## config.mk

```make
export PLATFORM = sky130hd
export DESIGN_NAME = fd_de_pipe_regs
export DESIGN_NICKNAME = d
export VERILOG_FILES = /design/src/rtl/fd_de_pipe_regs_pkg.sv /design/src/rtl/fwd_mux3.sv /design/src/rtl/fd_de_pipe_regs.sv
export SDC_FILE = /design/constraint.sdc
export NUM_CORES = 1
export LEC_CHECK = 0
export ABC_AREA = 0
export BUFFER_PORTS_ARGS = -buffer_cell sky130_fd_sc_hd__buf_4
export CAP_MARGIN = 30
export CORE_AREA = 2 2 205 207
export DETAILED_ROUTE_END_ITERATION = 6
export DIE_AREA = 0 0 207 209
export GPL_TIMING_DRIVEN = 0
export PLACE_DENSITY_LB_ADDON = 0.08
export SLEW_MARGIN = 20
export SYNTH_ARGS = -nofsm -noshare
export SYNTH_HDL_FRONTEND = slang
export SYNTH_SLANG_ARGS = --single-unit
```

## constraint.sdc

```tcl
create_clock -name clk -period 20.3 [get_ports clk]
set_input_delay 3.045 -clock clk [delete_from_list [all_inputs] [get_ports clk]]
set_output_delay 3.045 -clock clk [all_outputs]
set_load 0.02 [all_outputs]
```

## src/rtl/fd_de_pipe_regs_pkg.sv

```systemverilog
// Shared definitions for the IF/ID and ID/EX pipeline register slice:
// default widths, the canonical bubble instruction, control-bundle layout
// and forward-select encodings.
package fd_de_pipe_regs_pkg;

    localparam int XLEN_DEF   = 32;
    localparam int INSTR_W    = 32;
    localparam int REG_ADDR_W = 5;

    // addi x0, x0, 0 -- the bubble placed in decode on a flush or reset.
    localparam logic [INSTR_W-1:0] NOP_INSTR = 32'h0000_0013;

    // Control bundle {RegWrite, ResultSrc[1:0], MemWrite, Jump, Branch,
    //                 ALUControl[2:0], ALUSrc}
    localparam int CTRL_W             = 10;
    localparam int CTRL_ALUSRC_BIT    = 0;
    localparam int CTRL_ALUCTRL_LSB   = 1;
    localparam int CTRL_ALUCTRL_W     = 3;
    localparam int CTRL_BRANCH_BIT    = 4;
    localparam int CTRL_JUMP_BIT      = 5;
    localparam int CTRL_MEMWRITE_BIT  = 6;
    localparam int CTRL_RESULTSRC_LSB = 7;
    localparam int CTRL_RESULTSRC_W   = 2;
    localparam int CTRL_REGWRITE_BIT  = 9;

    // Forward-select encodings; FWD_RSVD falls back to the register value.
    typedef enum logic [1:0] {
        FWD_REG  = 2'b00,
        FWD_WB   = 2'b01,
        FWD_MEM  = 2'b10,
        FWD_RSVD = 2'b11
    } fwd_sel_e;

    // Register-address fields of an RV32 instruction word.
    function automatic logic [REG_ADDR_W-1:0] rs1_field(input logic [INSTR_W-1:0] instr);
        return instr[19:15];
    endfunction

    function automatic logic [REG_ADDR_W-1:0] rs2_field(input logic [INSTR_W-1:0] instr);
        return instr[24:20];
    endfunction

    function automatic logic [REG_ADDR_W-1:0] rd_field(input logic [INSTR_W-1:0] instr);
        return instr[11:7];
    endfunction

endpackage

```

## src/rtl/fwd_mux3.sv

```systemverilog
// XLEN-wide 3:1 forwarding mux. The reserved select value behaves as the
// register-file path so an unused encoding never produces X.
module fwd_mux3
    import fd_de_pipe_regs_pkg::*;
#(
    parameter int XLEN = XLEN_DEF
) (
    input  logic [1:0]      sel,
    input  logic [XLEN-1:0] d_reg,
    input  logic [XLEN-1:0] d_wb,
    input  logic [XLEN-1:0] d_mem,
    output logic [XLEN-1:0] y
);

    logic [XLEN-1:0] y_s;

    // Select the operand source; anything not WB/MEM takes the register value.
    always_comb begin
        y_s = d_reg;
        case (sel)
            FWD_REG:  y_s = d_reg;
            FWD_WB:   y_s = d_wb;
            FWD_MEM:  y_s = d_mem;
            FWD_RSVD: y_s = d_reg;
            default:  y_s = d_reg;
        endcase
    end

    assign y = y_s;

endmodule

```

## src/rtl/fd_de_pipe_regs.sv

```systemverilog
// IF/ID and ID/EX pipeline registers with stall/flush control, execute-stage
// operand forwarding and saturating stall/flush event counters.
module fd_de_pipe_regs
    import fd_de_pipe_regs_pkg::*;
#(
    parameter int XLEN  = XLEN_DEF,
    parameter int CNT_W = 32
) (
    input  logic               clk,
    input  logic               reset,
    input  logic               StallD,
    input  logic               FlushD,
    input  logic               FlushE,
    input  logic [1:0]         ForwardAE,
    input  logic [1:0]         ForwardBE,
    input  logic [INSTR_W-1:0] InstrF,
    input  logic [XLEN-1:0]    PCF,
    output logic [INSTR_W-1:0] InstrD,
    output logic [XLEN-1:0]    PCD,
    output logic               ValidD,
    output logic [4:0]         Rs1D,
    output logic [4:0]         Rs2D,
    input  logic [CTRL_W-1:0]  CtrlD,
    input  logic [XLEN-1:0]    RD1D,
    input  logic [XLEN-1:0]    RD2D,
    input  logic [XLEN-1:0]    ImmExtD,
    output logic [CTRL_W-1:0]  CtrlE,
    output logic [XLEN-1:0]    PCE,
    output logic [XLEN-1:0]    ImmExtE,
    output logic [4:0]         Rs1E,
    output logic [4:0]         Rs2E,
    output logic [4:0]         RdE,
    output logic               ValidE,
    input  logic [XLEN-1:0]    ALUResultM,
    input  logic [XLEN-1:0]    ResultW,
    output logic [XLEN-1:0]    SrcAE,
    output logic [XLEN-1:0]    WriteDataE,
    output logic [CNT_W-1:0]   StallCnt,
    output logic [CNT_W-1:0]   FlushCnt
);

    // IF/ID state
    logic [INSTR_W-1:0]    instr_d_r;
    logic [XLEN-1:0]       pc_d_r;
    logic                  valid_d_r;

    // ID/EX state
    logic [CTRL_W-1:0]     ctrl_e_r;
    logic [XLEN-1:0]       pc_e_r;
    logic [XLEN-1:0]       imm_e_r;
    logic [XLEN-1:0]       rd1_e_r;
    logic [XLEN-1:0]       rd2_e_r;
    logic [REG_ADDR_W-1:0] rs1_e_r;
    logic [REG_ADDR_W-1:0] rs2_e_r;
    logic [REG_ADDR_W-1:0] rd_e_r;
    logic                  valid_e_r;

    // Event counters
    logic [CNT_W-1:0]      stall_cnt_r;
    logic [CNT_W-1:0]      flush_cnt_r;

    // Decode-stage register addresses, consumed by the hazard unit this cycle.
    logic [REG_ADDR_W-1:0] rs1_d_s;
    logic [REG_ADDR_W-1:0] rs2_d_s;

    assign rs1_d_s = rs1_field(instr_d_r);
    assign rs2_d_s = rs2_field(instr_d_r);

    // Increment that sticks at all-ones instead of wrapping.
    function automatic logic [CNT_W-1:0] sat_inc(input logic [CNT_W-1:0] v);
        if (v == {CNT_W{1'b1}}) begin
            return v;
        end else begin
            return v + CNT_W'(1);
        end
    endfunction

    // IF/ID register: flush beats stall, stall holds, otherwise load fetch.
    always_ff @(posedge clk or posedge reset) begin
        if (reset) begin
            instr_d_r <= NOP_INSTR;
            pc_d_r    <= '0;
            valid_d_r <= 1'b0;
        end else if (FlushD) begin
            instr_d_r <= NOP_INSTR;
            pc_d_r    <= '0;
            valid_d_r <= 1'b0;
        end else if (!StallD) begin
            instr_d_r <= InstrF;
            pc_d_r    <= PCF;
            valid_d_r <= 1'b1;
        end
    end

    // ID/EX register: a decode stall does not hold it, so a held decode slot
    // is re-issued into execute unless FlushE inserts a bubble.
    always_ff @(posedge clk or posedge reset) begin
        if (reset) begin
            ctrl_e_r  <= '0;
            pc_e_r    <= '0;
            imm_e_r   <= '0;
            rd1_e_r   <= '0;
            rd2_e_r   <= '0;
            rs1_e_r   <= '0;
            rs2_e_r   <= '0;
            rd_e_r    <= '0;
            valid_e_r <= 1'b0;
        end else if (FlushE) begin
            ctrl_e_r  <= '0;
            pc_e_r    <= '0;
            imm_e_r   <= '0;
            rd1_e_r   <= '0;
            rd2_e_r   <= '0;
            rs1_e_r   <= '0;
            rs2_e_r   <= '0;
            rd_e_r    <= '0;
            valid_e_r <= 1'b0;
        end else begin
            ctrl_e_r  <= CtrlD;
            pc_e_r    <= pc_d_r;
            imm_e_r   <= ImmExtD;
            rd1_e_r   <= RD1D;
            rd2_e_r   <= RD2D;
            rs1_e_r   <= rs1_d_s;
            rs2_e_r   <= rs2_d_s;
            rd_e_r    <= rd_field(instr_d_r);
            valid_e_r <= valid_d_r;
        end
    end

    // Saturating counters: a stall overridden by a flush is not counted.
    always_ff @(posedge clk or posedge reset) begin
        if (reset) begin
            stall_cnt_r <= '0;
            flush_cnt_r <= '0;
        end else begin
            if (StallD && !FlushD) begin
                stall_cnt_r <= sat_inc(stall_cnt_r);
            end
            if (FlushE) begin
                flush_cnt_r <= sat_inc(flush_cnt_r);
            end
        end
    end

    fwd_mux3 #(.XLEN(XLEN)) u_fwd_a (
        .sel   (ForwardAE),
        .d_reg (rd1_e_r),
        .d_wb  (ResultW),
        .d_mem (ALUResultM),
        .y     (SrcAE)
    );

    fwd_mux3 #(.XLEN(XLEN)) u_fwd_b (
        .sel   (ForwardBE),
        .d_reg (rd2_e_r),
        .d_wb  (ResultW),
        .d_mem (ALUResultM),
        .y     (WriteDataE)
    );

    assign InstrD   = instr_d_r;
    assign PCD      = pc_d_r;
    assign ValidD   = valid_d_r;
    assign Rs1D     = rs1_d_s;
    assign Rs2D     = rs2_d_s;
    assign CtrlE    = ctrl_e_r;
    assign PCE      = pc_e_r;
    assign ImmExtE  = imm_e_r;
    assign Rs1E     = rs1_e_r;
    assign Rs2E     = rs2_e_r;
    assign RdE      = rd_e_r;
    assign ValidE   = valid_e_r;
    assign StallCnt = stall_cnt_r;
    assign FlushCnt = flush_cnt_r;

endmodule

```

==> results.txt, run 1 <==
clock transition at the registers of the reported paths: 0.06 ns
CTS sink count: 283
PwrDens: 85.5 nW/um^2
maxcap violations: 0
gr usage total: 20.6%
setup tns final: 0 ns
CTS Buf Count: 36
synth warn: 0
final worst path period need: 8.04 ns
number of port buffers: 534
H-tree depth: 2
maximum operating frequency: 124 MHz
count of different cell masters after synthesis: 46
Internal: 1090 uW
combinational power share: 17.5%
Worst Hold Class: reg2reg
largest net degree at the start of global routing: 94
crit share post-route: 39.6%
Post-CTS Setup Bufs: 0
PostCTS Resize Cnt: 0
DRC: 0
initial antenna violation count: 4
area leader, netlist: dfrtp_1
top post-synthesis cells by area: dfrtp_1 59%, nor2b_1 8.2%, mux2i_1 5.1%
placed cell count: 2,127
switching pwr: 428 uW
vias in the first global route: 10,344
Worst Setup Path Type: in2out
vias: 10,172
Worst Setup SP: ForwardAE[0]
crit path max fanout: 10
count of final setup violators: 0
Clk network pwr share: 41.1%
synth cell count leaders: 280 x dfrtp_1, 156 x nor2b_1, 76 x nand2_1
number of synthesized flops with an enable pin: 0
mapped cell area: 11,900 um^2
DP Worst Slack: 12.31 ns
Hold Fails Final Rpt: 0
leakage: 0.00880 uW
Min Hold Slack: 0.497 ns
# nets final: 1,875
skew final: 0.0144 ns
sequential share of power: 41.4%
Seq/Total Area, Yosys: 59.7%
Synth Flop Type: dfrtp_1
Final WS setup: 12.26 ns
Non-Filler Instances: 2,194
GPL Wtd Cong: 0.860
Hold Buf Count CTS: 0
Post-Route WL: 45.6 mm
row cnt: 75
Root Driver: clkbuf_16
Net Sw Frac: 28.1%
Worst-Margin Slew: 0.914 ns
RSZ-0062 raised after global routing: no
Slew Limit Fails: 0
WP data required: 17.26 ns
outcome: complete, no violations
WP data arrival: 4.99 ns
Synth Register Bits: 283
TritonCTS clock tree: yes
vias per std cell: 4.64
syn_nets: 1,300
Cells after Synth: 1,051
routed length per instance: 20.8 um
area grow syn2layout: 49.9%
Slew HR: 39.1%
Final HPWL DP: 34.4 mm
io pins: 536
clk buf depth: 3
top cell type's share of synthesized area: 59.0%
antenna viol nets, final: 0
Core ar.: 41,300 um^2
chip width: 207 um
Die Span Y: 209 um
drt first pass iters: 5
async set-reset flop share out of synthesis: 100%
Clock Latency Late Sink: 0.54 ns
top-count cell post-synth: dfrtp_1
Hold Startpoint: FlushCnt[5]
initial standard-cell utilization of the core: 28.7%
crit end category: output port
VDD IR max: 0.0515 mV
mean cell area of the mapped netlist: 11.3 um^2
first-pass GRT wire length: 67.9 mm
total gr overflow: 0
CP Launch Type: input port
share of cells above drive strength 1: 37.6%
worst reg2reg startpoint: StallCnt[0]
Initial DRC Count: 442
die area: 43,300 um^2
-- critical path: stages --
cell	delay, ns
buf_4	0.09
inv_1	0.04
ha_1	0.39
clkbuf_1	0.50
a22oi_1	0.18
o21ai_0	0.49
buf_4	0.24
-- per-stage QoR --
step	total power [uW]	area, um^2	utilization [%]
after global routing	1590	17800	43.1
after detailed placement	908	16600	40.3
after floorplan	761	11900	-
after global placement	905	16600	40.1
after CTS	1550	17800	43.1
final	1520	17800	43.1
-- cells by family after synthesis --
kind of cell | synth area share (%)
mux | 5.33
flops | 59.7
simple gates | 19.4
compound gates | 7.60
fa+ha+maj | 0.632
xor+xnor | 4.35
buf+inv | 2.99
-- per-layer routing --
layer / global-route usage (%) / vias up / share of wire (%)
li1: - / 4731 / -
met4: 7.00 / 2 / 3.0
met1: 25.1 / 5001 / 40
met5: 0 / - / 0.026
met3: 7.27 / 73 / 7.9
met2: 34.0 / 365 / 49
-- final timing paths --
kind	end	slack, ns	cells past startpoint
hold reg to reg	FlushCnt[5]	0.50	1
min in group asynchronous	ImmExtE[26]	2.44	2
max in group asynchronous	InstrD[0]	16.63	4
hold / removal	FlushCnt[5]	0.50	1
setup reg to reg	StallCnt[5]	18.11	7
setup / recovery	SrcAE[27]	12.26	7
-- state kept, by name, indices dropped and copies added, names as in the netlist, 10 cells and up --
name	flops
FlushCnt	32
ImmExtE	32
InstrD	32
PCD	32
PCE	32
StallCnt	32
rd1_e_r	32
rd2_e_r	32
CtrlE	10
-- area by class of cell --
cell class | instances | area [um^2]
sequential | 283 | 7090
antenna | 3 | 7.51
timing repair buffer | 537 | 4090
buffer | 73 | 322
fill | 4128 | 23500
tap | 539 | 674
multi-input combinational | 686 | 4430
clock inverter | 7 | 73.8
inverter | 9 | 41.3
clock buffer | 57 | 1070
-- power groups by stage --
stage | logic [uW] | registers, uW | clock network [uW]
floorplan | 95.7 | 665 | 0
global placement | 266 | 639 | 0
detailed placement | 270 | 638 | 0
CTS | 270 | 629 | 646
global route | 286 | 634 | 669
finish | 266 | 629 | 626
-- cells in the final DEF (no fill, tap or decap), drive strengths merged, types with 4 or more instances in the layout --
master  instances
and3           15
nand2          76
nor3            5
xor2            8
buf           557
nand4          37
o21ai          64
dfrtp         280
inv             9
ha              6
nor2           75
nor4            4
a22oi          64
mux2i          61
and2            6
nor2b         156
clkinv          5
and4            9
clkbuf        110
xnor2          51
nand3          27
Power figures use the tool's default switching activity.
==> inputs of run 2 (changes only) <==
- ABC_AREA: 0 -> 1
- CORE_AREA: 2 2 205 207 -> 2 2 209 211
- DIE_AREA: 0 0 207 209 -> 0 0 211 213
- clock period: 20.3 -> 7.62 ns (I/O delays scaled with it)
==> results.txt, run 2 <==
outcome: complete, no violations
combinational power share: 17.9% (+0.4 points)
top cell type's share of synthesized area: 54.0% (-5.1 points)
Worst-Margin Slew: 0.942 ns (+0.0283 ns)
Net Sw Frac: 28.2% (about the same)
CP Depth: 8 (+1)
vias per std cell: 4.58 (-1.3%)
clock transition at the registers of the reported paths: 0.06 ns (about the same)
mean cell area of the mapped netlist: 8.01 um^2 (-29%)
async set-reset flop share out of synthesis: 100% (unchanged)
die area: 44,900 um^2 (+3.9%)
row cnt: 76 (+1.3%)
H-tree depth: 2 (unchanged)
drt first pass iters: 5 (unchanged)
synth warn: 0 (unchanged)
maxcap violations: 0 (unchanged)
Worst R2R End: FlushCnt[26]
synth cell count leaders: 445 x nand2_1, 280 x dfrtp_1, 265 x nor2_1
area grow syn2layout: 46.9%
initial standard-cell utilization of the core: 30.4% (+1.7 points)
Core ar.: 42,700 um^2 (+3.4%)
CTS Buf Count: 35 (-2.8%)
switching pwr: 1140 uW (+170%)
syn_nets: 1,870 (+44%)
worst reg2reg startpoint: FlushCnt[1]
filler instances: 4,370 (+5.9%)
Worst Setup SP: ForwardBE[1]
worst path bufs/invs: 5 (+1)
count of different cell masters after synthesis: 31 (-33%)
Synth Flop Type: dfrtp_1
VDD IR max: 0.135 mV (+160%)
Multi-input gate area: 4580 um^2 (+3.5%)
crit end category: output port
slowest CP cell: buf_1
commonest non-fill, non-tap cell in the layout: buf_4
Die Span Y: 213 um (+1.9%)
mapped cell area: 13,000 um^2 (+9.4%)
Root Driver: clkbuf_16
Cells after Synth: 1,621 (+54%)
GPL Wtd Cong: 0.878 (+2.2%)
most frequent cells in the layout: 548 x buf_4, 445 x nand2_1, 280 x dfrtp_1
first-pass GRT wire length: 76.6 mm (+13%)
R2R Setup Slk: 5.56 ns (-12.55 ns)
Post-Route WL: 51.9 mm (+14%)
# nets final: 2,452 (+31%)
crit path to: WriteDataE[19]
share of cells above drive strength 1: 28.7% (-8.9 points)
WP data required: 6.48 ns (-10.78 ns)
top post-synthesis cells by area: dfrtp_1 54%, nand2_1 13%, nor2_1 7.7%
area leader, netlist: dfrtp_1
io pins: 536 (unchanged)
Synth Register Bits: 283 (unchanged)
crit path cell chain: buf_4 > inv_1 > ha_1 > clkbuf_1 > buf_1 > a21oi_1 > a22oi_1 > buf_4
CP dominant cell by count: buf_4
RSZ-0062 raised after global routing: no
CTS sink count: 283 (unchanged)
antenna viol nets, final: 0 (unchanged)
DP Worst Slack: 3.55 ns (-8.75 ns)
Internal: 2910 uW (+170%)
leakage: 0.0101 uW (+15%)
chip width: 211 um (+1.9%)
number of port buffers: 534 (unchanged)
kind of cell adding the most delay to the critical path: buffers and inverters
PostCTS Resize Cnt: 0 (unchanged)
routed length per instance: 18.7 um (-9.9%)
setup tns final: 0 ns (unchanged)
Post-CTS Setup Bufs: 0 (unchanged)
Hold Buf Count CTS: 0 (unchanged)
Slew HR: 37.2% (-1.9 points)
CP Launch Type: input port
TritonCTS clock tree: yes
sequential share of power: 40.5% (-0.9 points)
initial antenna violation count: 4 (unchanged)
crit share post-route: 53.7%
Clock Latency Late Sink: 0.53 ns (about the same)
Final WS setup: 3.53 ns (-8.74 ns)
Critical Path Max Stage Delay: 0.53 ns (+0.03 ns)
Worst Hold Class: reg2reg
Clk network pwr share: 41.6% (+0.5 points)
clk buf depth: 3 (unchanged)
Hold Fails Final Rpt: 0 (unchanged)
DRC: 0 (unchanged)
count of final setup violators: 0 (unchanged)
Worst Setup Path Type: in2out
Slew Limit Fails: 0 (unchanged)
crit path max fanout: 10 (unchanged)
vias in the first global route: 12,513 (+21%)
total gr overflow: 0 (unchanged)
maximum operating frequency: 244 MHz
WP data arrival: 2.95 ns (-2.04 ns)
Seq/Total Area, Yosys: 54.6% (-5.1 points)
Final HPWL DP: 41.0 mm (+19%)
gr usage total: 22.7% (+2.1 points)
number of synthesized flops with an enable pin: 0 (unchanged)
Hold Startpoint: InstrD[11]
final worst path period need: 4.09 ns
PwrDens: 213 nW/um^2 (+150%)
Storage cell area: 7090 um^2 (unchanged)
R2R cell count: 8 (+1)
skew final: 0.0132 ns (-0.00119 ns)
vias: 12,701 (+25%)
Initial DRC Count: 765 (+73%)
largest net degree at the start of global routing: 34 (-64%)
top-count cell post-synth: nand2_1
==> run 2: cell count changes after synthesis, moves of 61 or more <==
cell,delta
inv_1,+237
nor2_1,+191
a21oi_1,+67
nor2b_1,-156
nand2_1,+369
mux2i_1,-61
==> run 2: worst reg2reg max path: cells and delay by family (launching register included) <==
family | cells | cell delay (ns)
flops | 1 | 0.43
fa+ha+maj | 1 | 0.29
simple gates | 7 | 1.21
==> run 2: worst min-delay path by stage <==
stage	to	slack, ns	cells past startpoint
2_1_floorplan	PCE[0]	0.60	2
3_3_place_gp	RdE[1]	0.48	2
3_5_place_dp	InstrD[29]	0.48	1
4_1_cts	ImmExtE[21]	0.48	2
5_1_grt	ImmExtE[16]	0.49	2
6_report	RdE[4]	0.49	2
==> run 2: layout make-up <==
cell class / count / share of cell area [%]
well taps: 546 / 3.58
flip-flops and latches: 283 / 37.2
repair buffers: 545 / 22.2
clock inverters: 9 / 0.512
diodes: 3 / 0.0394
plain buffers: 77 / 1.97
clock buffers: 52 / 5.57
multi-input cells: 1011 / 24.0
inverters: 250 / 4.95
==> run 2: per-stage QoR <==
stage / power [uW] / instance area, um^2 / cells / hold WS [ns] / utilization, %
floorplan: 2010 / 13000 / 1621 / 0.597 / -
global placement: 2380 / 17700 / 2701 / 0.481 / 41.4
detailed placement: 2400 / 17900 / 2712 / 0.483 / 41.9
CTS: 4120 / 19100 / 2773 / 0.476 / 44.7
global route: 4240 / 19100 / 2776 / 0.493 / 44.7
finish: 4050 / 19100 / 2776 / 0.494 / 44.7
==> run 2: kinds of logic (layout without fill, tap and decap cells) <==
kind of cell / count (synthesis) / after routing / synth area share [%]
AO/OA/AOI/OAI: 207 / 207 / 9.72
other: 0 / 3 / 0
flip-flops: 283 / 283 / 54.6
XOR/XNOR: 22 / 22 / 1.48
adder cells (fa/ha/maj): 6 / 6 / 0.578
buffers and inverters: 327 / 933 / 10.1
AND/OR/NAND/NOR: 776 / 776 / 23.5
==> run 2: layer usage <==
| layer | up-vias | part of all wire (%) | track usage [%] |
|---|---|---|---|
| met1 | 6004 | 40 | 26.8 |
| met2 | 478 | 49 | 38.8 |
| met3 | 81 | 8.6 | 7.27 |
| li1 | 6136 | - | - |
| met4 | 2 | 2.7 | 8.14 |
| met5 | - | 0.025 | 0 |
==> run 2: power groups by stage <==
stage | combinational [uW] | clock [uW] | sequential (uW)
after detailed placement | 731 | 0 | 1670
after global placement | 713 | 0 | 1670
final | 725 | 1690 | 1640
after floorplan | 275 | 0 | 1730
after CTS | 733 | 1740 | 1640
after global routing | 785 | 1800 | 1650
